`src/rtl/decode_if.sv`:
```
// Handshake and data bundle between fetch, decode,
// register_file and writeback.
interface decode_if;
  logic [31:0] instr;
  logic        instr_valid;
  logic        instr_ready;
  logic [4:0]  selector_out1;
  logic [4:0]  selector_out2;
  logic        dec_valid;
  logic        dec_ready;
  logic [5:0]  dec_opcode;
  logic [5:0]  dec_funct;
  logic [4:0]  dec_dest;
  logic        dec_writes;
  logic [31:0] dec_imm;
  logic        dec_illegal;
  logic        wb_valid;
  logic [4:0]  wb_dest;

  modport master (
    output instr, instr_valid, dec_ready,
    output wb_valid, wb_dest,
    input  instr_ready, selector_out1, selector_out2,
    input  dec_valid, dec_opcode, dec_funct,
    input  dec_dest, dec_writes, dec_imm, dec_illegal
  );

  modport slave (
    input  instr, instr_valid, dec_ready,
    input  wb_valid, wb_dest,
    output instr_ready, selector_out1, selector_out2,
    output dec_valid, dec_opcode, dec_funct,
    output dec_dest, dec_writes, dec_imm, dec_illegal
  );
endinterface

```
`src/rtl/decode_stage.sv`:
```
// MIPS decode stage with register_file read steering
// and a pending-write scoreboard for RAW stalls.
module decode_stage #(
  parameter bit          SCOREBOARD_EN = 1'b1,
  parameter logic [31:0] RESET_NOP     = 32'h0000_0000
) (
  input logic   clock,
  input logic   reset,
  decode_if.slave bus
);

  logic [5:0]  op;
  logic [5:0]  fn;
  logic [4:0]  rs;
  logic [4:0]  rt;
  logic [4:0]  rd;
  logic [31:0] sext;
  logic [31:0] zext;
  logic [31:0] jimm;

  assign op   = bus.instr[31:26];
  assign fn   = bus.instr[5:0];
  assign rs   = bus.instr[25:21];
  assign rt   = bus.instr[20:16];
  assign rd   = bus.instr[15:11];
  assign sext = {{16{bus.instr[15]}}, bus.instr[15:0]};
  assign zext = {16'h0, bus.instr[15:0]};
  assign jimm = {6'b0, bus.instr[25:0]};

  logic        uses_rs;
  logic        uses_rt;
  logic [4:0]  d_dest;
  logic        d_writes;
  logic [31:0] d_imm;
  logic        d_illegal;

  always_comb begin
    uses_rs   = 1'b0;
    uses_rt   = 1'b0;
    d_dest    = 5'd0;
    d_writes  = 1'b0;
    d_imm     = 32'h0;
    d_illegal = 1'b0;
    unique case (1'b1)
      op == 6'h00: begin
        uses_rs = 1'b1;
        if (fn != 6'h08) begin
          uses_rt  = 1'b1;
          d_dest   = rd;
          d_writes = 1'b1;
        end
      end
      op == 6'h08, op == 6'h09, op == 6'h23: begin
        uses_rs  = 1'b1;
        d_dest   = rt;
        d_writes = 1'b1;
        d_imm    = sext;
      end
      op == 6'h0C, op == 6'h0D: begin
        uses_rs  = 1'b1;
        d_dest   = rt;
        d_writes = 1'b1;
        d_imm    = zext;
      end
      op == 6'h0F: begin
        d_dest   = rt;
        d_writes = 1'b1;
        d_imm    = {bus.instr[15:0], 16'h0};
      end
      op == 6'h2B, op == 6'h04, op == 6'h05: begin
        uses_rs = 1'b1;
        uses_rt = 1'b1;
        d_imm   = sext;
      end
      op == 6'h02: begin
        d_imm = jimm;
      end
      op == 6'h03: begin
        d_dest   = 5'd31;
        d_writes = 1'b1;
        d_imm    = jimm;
      end
      default: d_illegal = 1'b1;
    endcase
    if (d_dest == 5'd0) d_writes = 1'b0;
  end

  logic [31:0] pending;
  logic        pend_rs;
  logic        pend_rt;
  logic        hazard;
  logic        accept;
  logic [4:0]  held_rs;
  logic [4:0]  held_rt;

  // $0 is never a real dependency
  assign pend_rs = pending[rs] & (rs != 5'd0);
  assign pend_rt = pending[rt] & (rt != 5'd0);
  assign hazard  = SCOREBOARD_EN &
                   ((uses_rs & pend_rs) |
                    (uses_rt & pend_rt));

  assign bus.instr_ready = !hazard &
                           (!bus.dec_valid | bus.dec_ready);
  assign accept = bus.instr_valid & bus.instr_ready;

  assign bus.selector_out1 = accept ? rs : held_rs;
  assign bus.selector_out2 = accept ? rt : held_rt;

  always_ff @(posedge clock) begin
    if (reset) begin
      held_rs         <= RESET_NOP[25:21];
      held_rt         <= RESET_NOP[20:16];
      pending         <= 32'h0;
      bus.dec_valid   <= 1'b0;
      bus.dec_opcode  <= 6'h0;
      bus.dec_funct   <= 6'h0;
      bus.dec_dest    <= 5'd0;
      bus.dec_writes  <= 1'b0;
      bus.dec_imm     <= 32'h0;
      bus.dec_illegal <= 1'b0;
    end else begin
      if (accept) begin
        held_rs         <= rs;
        held_rt         <= rt;
        bus.dec_valid   <= 1'b1;
        bus.dec_opcode  <= op;
        bus.dec_funct   <= fn;
        bus.dec_dest    <= d_dest;
        bus.dec_writes  <= d_writes;
        bus.dec_imm     <= d_imm;
        bus.dec_illegal <= d_illegal;
      end else if (bus.dec_ready) begin
        bus.dec_valid <= 1'b0;
      end
      // set is applied last so it wins over a same-cycle retire
      if (bus.wb_valid) pending[bus.wb_dest] <= 1'b0;
      if (accept && d_writes) pending[d_dest] <= 1'b1;
    end
  end

endmodule

```
`src/flat_wrapper.sv`:
```
// flat-port wrapper written by rule: the top's interface ports become plain ports
module decode_stage_flat 
#(
  parameter bit          SCOREBOARD_EN = 1'b1,
  parameter logic [31:0] RESET_NOP     = 32'h0000_0000
)
  (clock, reset, bus_instr, bus_instr_valid, bus_dec_ready, bus_wb_valid, bus_wb_dest, bus_instr_ready, bus_selector_out1, bus_selector_out2, bus_dec_valid, bus_dec_opcode, bus_dec_funct, bus_dec_dest, bus_dec_writes, bus_dec_imm, bus_dec_illegal);
  decode_if bus_i ();
  input logic clock;
  input logic reset;
  input wire logic [$bits(bus_i.instr)-1:0] bus_instr;
  input wire logic [$bits(bus_i.instr_valid)-1:0] bus_instr_valid;
  input wire logic [$bits(bus_i.dec_ready)-1:0] bus_dec_ready;
  input wire logic [$bits(bus_i.wb_valid)-1:0] bus_wb_valid;
  input wire logic [$bits(bus_i.wb_dest)-1:0] bus_wb_dest;
  output wire logic [$bits(bus_i.instr_ready)-1:0] bus_instr_ready;
  output wire logic [$bits(bus_i.selector_out1)-1:0] bus_selector_out1;
  output wire logic [$bits(bus_i.selector_out2)-1:0] bus_selector_out2;
  output wire logic [$bits(bus_i.dec_valid)-1:0] bus_dec_valid;
  output wire logic [$bits(bus_i.dec_opcode)-1:0] bus_dec_opcode;
  output wire logic [$bits(bus_i.dec_funct)-1:0] bus_dec_funct;
  output wire logic [$bits(bus_i.dec_dest)-1:0] bus_dec_dest;
  output wire logic [$bits(bus_i.dec_writes)-1:0] bus_dec_writes;
  output wire logic [$bits(bus_i.dec_imm)-1:0] bus_dec_imm;
  output wire logic [$bits(bus_i.dec_illegal)-1:0] bus_dec_illegal;
  assign bus_i.instr = bus_instr;
  assign bus_i.instr_valid = bus_instr_valid;
  assign bus_i.dec_ready = bus_dec_ready;
  assign bus_i.wb_valid = bus_wb_valid;
  assign bus_i.wb_dest = bus_wb_dest;
  assign bus_instr_ready = bus_i.instr_ready;
  assign bus_selector_out1 = bus_i.selector_out1;
  assign bus_selector_out2 = bus_i.selector_out2;
  assign bus_dec_valid = bus_i.dec_valid;
  assign bus_dec_opcode = bus_i.dec_opcode;
  assign bus_dec_funct = bus_i.dec_funct;
  assign bus_dec_dest = bus_i.dec_dest;
  assign bus_dec_writes = bus_i.dec_writes;
  assign bus_dec_imm = bus_i.dec_imm;
  assign bus_dec_illegal = bus_i.dec_illegal;
  decode_stage #(.SCOREBOARD_EN(SCOREBOARD_EN), .RESET_NOP(RESET_NOP)) u_core (.clock(clock), .reset(reset), .bus(bus_i));
endmodule
```
`config.mk`:
```
export PLATFORM = sky130hd
export DESIGN_NAME = decode_stage_flat
export DESIGN_NICKNAME = d
export VERILOG_FILES = /design/src/rtl/decode_if.sv /design/src/rtl/decode_stage.sv /design/src/flat_wrapper.sv
export SDC_FILE = /design/constraint.sdc
export NUM_CORES = 1
export LEC_CHECK = 0
export ABC_AREA = 1
export BUFFER_PORTS_ARGS = -buffer_cell sky130_fd_sc_hd__buf_2
export CELL_PAD_IN_SITES_DETAIL_PLACEMENT = 0
export CELL_PAD_IN_SITES_GLOBAL_PLACEMENT = 1
export CORE_UTILIZATION = 27
export DETAILED_ROUTE_END_ITERATION = 16
export PLACE_DENSITY_LB_ADDON = 0.25
export RECOVER_POWER = 100
export SETUP_SLACK_MARGIN = 0.3
export SLEW_MARGIN = 20
export SYNTH_ARGS = -nofsm -noshare
export SYNTH_HDL_FRONTEND = slang
export SYNTH_SLANG_ARGS = --single-unit
```
`constraint.sdc`:
```
create_clock -name clock -period 1.5 [get_ports clock]
set_input_delay 0.075 -clock clock [delete_from_list [all_inputs] [get_ports clock]]
set_output_delay 0.075 -clock clock [all_outputs]
set_load 0.02 [all_outputs]
```
# After elaboration in Yosys (flattened, before gate mapping)
# Cells that the tools add are included.
[totals]
register_bits = 94
out_inout_bits = 63
wordCells = 81
[classes]
order_cmp = 6
eq_ne = 12
n_mux = 24
n_bitwise = 11
n_reduce_logical = 18
[ops]
columns = ["cell", "count"]
rows = [
  ["$pmux W32 S4", 1],
  ["$mux W32", 3],
  ["$and A32 B32 Y32", 1],
  ["$not A32 Y32", 1],
  ["$or A32 B32 Y32", 1],
  ["$eq A6 B4 Y1 const B", 5],
  ["$lt A5 B6 Y1 const B", 4],
  ["$mux W5", 3],
  ["$pmux W5 S3", 1],
  ["$eq A6 B2 Y1 const B", 2],
  ["$eq A6 B3 Y1 const B", 2],
  ["$eq A6 B6 Y1 const B", 2],
  ["$reduce_or A12 Y1", 1],
  ["$reduce_or A6 Y1", 2],
  ["$bmux W1 S5", 2],
  ["$demux W1 S5", 2],
  ["$ge A5 B1 Y1 const B", 2],
  ["$mux W1", 10],
  ["$reduce_bool A5 Y1", 2],
  ["$reduce_or A9 Y1", 1],
  ["$reduce_or A7 Y1", 1],
  ["$and A1 B1 Y1", 6],
  ["$logic_not A6 Y1", 1],
  ["$ne A6 B4 Y1 const B", 1],
  ["8 further kinds", 14],
]

# Longest topological paths before layout
[depth]
word_depth = 10
ltp_mapped = 17
mapped_depth_nobuf = 16

# Worst setup path before layout
# Ideal clock, no wire load.
[synth_timing]
path_kind = "input-to-reg"
from = "input port bus_instr[28]"
to = "register u_core.pending[2]"
setup_time_ps = 138
arrival_ps = 1444
t_required_ps = 1362
slack_ps = -82
cell_stages = 12
n_path_buf = 2
path_cell_list = "buf_2 > nand2_1 > nor2_1 > nand2_1 > nand4_4 > nand2_1 > nand3_2 > nor2_1 > nand3_2 > buf_4 > nand4_1 > a21oi_1"
[synth_via]
elab_chain_cells = 10
elab_cells_between_ends = 35
classes_between = "2 x order compare; 10 x eq/ne; 8 x mux; 6 x bitwise; 9 x reduce/logical"
[synth_lines]
columns = ["element", "line", "rtl"]
rows = [
  ["start, declared", "flat_wrapper.sv:11", "input wire logic [$bits(bus_i.instr)-1:0] bus_instr;"],
  ["parallel branches: the longest is 9 deep, another holds $lt A5 B6 Y1", "--", ""],
  ["$mux W32 (*)", "decode_stage.sv:138", "if (accept && d_writes) pending[d_dest] <= 1'b1;"],
  ["end signal, assigned", "decode_stage.sv:114", "pending <= 32'h0;"],
  ["end signal, assigned by index", "decode_stage.sv:137", "if (bus.wb_valid) pending[bus.wb_dest] <= 1'b0;"],
  ["end signal, assigned by index", "decode_stage.sv:138", ""],
  ["end, declared", "decode_stage.sv:88", "logic [31:0] pending;"],
]
# Every way passes the cells marked *.
# A chain may end at the register's enable or synchronous reset.

# Final worst setup path
[layout_timing]
from = "register u_core.pending[6]"
to = "output port bus_selector_out1[4]"
[layout_via]
elab_chain_cells = 9
elab_cells_between_ends = 13
classes_between = "5 x mux; 7 x bitwise; 1 x reduce/logical"
[layout_lines]
columns = ["element", "line", "rtl"]
rows = [
  ["$bmux W1 S5 (on tied branches)", "decode_stage.sv:97, decode_stage.sv:98", ""],
  ["$mux W1 (on tied branches)", "decode_stage.sv:97, decode_stage.sv:98", ""],
  ["$and A1 B1 Y1 (on tied branches)", "decode_stage.sv:97, decode_stage.sv:98", ""],
  ["$and A1 B1 Y1 (on tied branches)", "decode_stage.sv:100, decode_stage.sv:101", ""],
  ["$or A1 B1 Y1 (*)", "decode_stage.sv:100", "((uses_rs & pend_rs) |"],
  ["$logic_not A1 Y1 (*)", "decode_stage.sv:103", "assign bus.instr_ready = !hazard &"],
  ["$and A1 B1 Y1 (*)", "decode_stage.sv:103", ""],
  ["$and A1 B1 Y1 (*)", "decode_stage.sv:105", "assign accept = bus.instr_valid & bus.instr_ready;"],
  ["$mux W5 (*)", "decode_stage.sv:107", "assign bus.selector_out1 = accept ? rs : held_rs;"],
  ["end, declared", "flat_wrapper.sv:17", "output wire logic [$bits(bus_i.selector_out1)-1:0] bus_selector_out1;"],
]
# Mark *: on every way between the ends. The rest lies on a longest branch, timed or not. The select of a mux whose other input is x is not followed.

==> summary.txt <==
Hold path
  – Hold path depth: 3
  – Class of the tightest hold or removal check: input port to flop

Logic synthesis
  – Synth Instances: 802
  – Number of enable flip-flop cells after synthesis: 0
  – Net Count, Synth: 844
  – Most frequent cell after synthesis: nand2_1
  – Post-synthesis sequential area ratio: 33.9%
  – Number of library cell types mapped by synthesis: 32
  – Post-synth design cell area: 5560 µm²
  – Mean post-synth cell area: 6.93 µm²
  – Top_reg_cell synth: dfxtp_1
  – Most common library cells after synthesis: nand2_1 (170), dfxtp_1 (94), nand3_1 (86), inv_1 (83), a21oi_1 (71)
  – Biggest area consumer among synthesized cells: dfxtp_1
  – Fraction of registers with async set or reset after synthesis: 0%
  – Yosys warnings: 0
  – Synth top area cells: dfxtp_1 (34%), nand2_1 (11%), nand3_1 (7.7%)
  – Yosys top cell area share: 33.9%
  – Number of flip-flops and latches in the synthesized netlist: 94

STA
  – Min Clock Period, post-route: 2.18 ns
  – Normalized max-slew margin: 65.1%
  – RSZ-0062 raised after global routing: yes
  – Share of the clock period used by the worst path after layout: 145%
  – Setup TNS: -52.16 ns
  – Highest attainable clock frequency: 458 MHz
  – Worst Tran Pin Value: 0.524 ns
  – Final Hold Violating Endpoints: 0
  – Setup ws final: -0.682 ns
  – Setup skew after layout: 0.00758 ns
  – Final setup viols: 104
  – Max Slew Vio Count: 0

Clocking
  – CTS tree: yes
  – Clk sink count: 94
  – CTS Buf Count: 9
  – Clk Tree Root Cell: clkbuf_16
  – Number of H-tree levels: 3
  – Clock Pin Slew Worst Setup and Hold Paths: 0.07 ns
  – Max Buffers Root-to-Sink: 2
  – Worst-skew pair later-pin latency: 0.35 ns

Floorplanning
  – Starting utilization of the core area: 27.5%
  – Horizontal extent of the die: 145 µm
  – Core footprint: 20200 µm²
  – Number of rows created at floorplan: 52
  – Die area: 21200 µm²
  – Number of top-level pins: 105
  – Die Height: 145 µm

Worst setup path
  – Worst Setup End Kind: output port
  – Worst Setup Start Kind: flop
  – Critical path data required time: 1.42 ns
  – Worst setup path category: flop to output port
  – CP Data Arrival Time: 2.11 ns
  – Number of cells on the worst reg-to-reg path: 18
  – Critical path fanouts, max: 6

Place
  – Post-Place Cells: 1222
  – Port Buffers: 104
  – Global placement routability congestion: 0.841
  – Post-detail-place hpwl: 14500 µm
  – Pre-CTS worst setup slack: -0.544 ns

Detailed routing
  – Vias after detailed routing: 6189
  – Router iterations before antenna repair: 11
  – Number of nets with antenna violations after routing: 0
  – Final routed DRC violation total: 1
  – Total Routed Length: 21100 µm
  – Detailed router's first-iteration violation count: 298
  – WL per Instance: 16.5 µm
  – Vias per cell: 4.85

GRT
  – Total overflow reported by the global router: 0
  – Maximum number of pins on one net before global-route repair: 43
  – Met1 Resource Use GR: 25.6%
  – Number of antenna violations at the first check in global routing: 1
  – Met2 routing resource usage after global routing: 32.9%
  – Wire length of the first global-routing pass: 32500 µm
  – Met3 usage: 3.35%
  – Via count of the first global-routing pass: 5933
  – Tot GR Track Use: 19.6%
  – GR peak layer: met2

Layout
  – Diode count: 0
  – # nets final: 1042
  – Area delta synth->final: 50.9%
  – Non-filler cells, final: 1275
  – Share of post-route cells with drive strength above 1: 40.0%
  – Fill cell count: 2109
  – Footprint of the flip-flops and latches: 1900 µm²
  – Combined area of the multi-input logic cells: 3460 µm²

Pwr
  – Pwr per Cell Area: 835 nW/µm²
  – Power consumption: 7000 µW
  – Peak supply drop: 0.507 mV
  – Standby leakage power: 0.00344 µW

Job
  – # Max-Cap Violations: 0

Status
  – Run status: finished with violations
  – Failing checks: DRC, setup timing
-- layout make-up --
class,instances,area share [%]
multi-input combinational,573,41.2
inverter,87,3.95
sequential,94,22.7
clock inverter,6,0.791
tap,270,4.03
timing repair buffer,235,24.5
clock buffer,10,2.85
-- stage by stage --
stage / area (µm²) / util (%) / hold WS [ns]
5_1_grt: 8390 / 41.5 / 0.0977
2_1_floorplan: 5640 / - / 0.218
6_report: 8390 / 41.5 / 0.0598
3_5_place_dp: 6990 / 34.5 / 0.413
3_3_place_gp: 6990 / 34.5 / 0.403
4_1_cts: 7990 / 39.5 / 0.0524
-- cells in the final DEF, fill, tap and decap left out, drive strengths merged --
cell type	count
a31oi	7
nor3	1
nor4	1
nor2	71
nand3	128
inv	88
nand4	37
clkbuf	69
clkinv	4
a21oi	90
o21ai	49
o211ai	2
buf	176
bufinv	1
nand2	179
dfxtp	94
o221ai	8
-- flip-flops by register name (all words and copies together), names as in the netlist --
| signal | count |
|---|---|
| u_core.bus.dec_dest | 5 |
| u_core.bus.dec_funct | 6 |
| u_core.bus.dec_illegal | 1 |
| u_core.bus.dec_imm | 32 |
| u_core.bus.dec_opcode | 6 |
| u_core.bus.dec_valid | 1 |
| u_core.bus.dec_writes | 1 |
| u_core.held_rs | 5 |
| u_core.held_rt | 5 |
| u_core.pending | 32 |
-- timing repair --
action / 4_1_cts / 5_1_grt
setup endpoints to repair: 104 / 104
pin swaps: 27 / 28
resized for setup: 96 / 74
setup buffers: 11 / 9
cloned: 11 / 6
hold buffers: 0 / 0
-- power breakdown --
part | internal [µW] | switching [µW]
Clock | 1350 | 1060
Sequential | 2570 | 39.8
Combinational | 891 | 1100
Total | 4810 | 2200
-- path summary, 6_finish.rpt --
kind                                               from                      end  slack (ns)
worst max-delay path                  u_core.pending[6]     bus_selector_out1[4]       -0.68
worst min-delay path                      bus_instr[20]        u_core.held_rt[4]        0.06
worst max register to register       u_core.pending[22]   u_core.bus.dec_dest[1]       -0.59
worst min register to register  u_core.bus.dec_funct[3]  u_core.bus.dec_funct[3]        0.46
-- logic make-up after synthesis --
kind of cell / Yosys count / share of synthesized area [%]
compound gates: 156 / 16.2
buf+inv: 138 / 12.4
flops: 94 / 33.9
simple gates: 414 / 37.5
-- metal layers --
layer | up-vias | share of wire [%]
li1 | 3091 | -
met1 | 2940 | 46
met2 | 126 | 48
met3 | 30 | 3.6
met4 | 2 | 2.0
met5 | - | 0.047
-- critical path, stage by stage (launching register included) --
cell and delay [ns]:
dfxtp_2 0.32, inv_2 0.08, nand2_2 0.06, nand3_2 0.09
nand2_2 0.06, nand2_1 0.05, nand2_1 0.05, inv_1 0.05
nand2_1 0.05, nand2_1 0.07, a21oi_2 0.07, nor2_4 0.16
buf_6 0.16, nand2_8 0.10, o21ai_4 0.20, inv_2 0.05
buf_6 0.12
(Power assumes the default switching activity.)
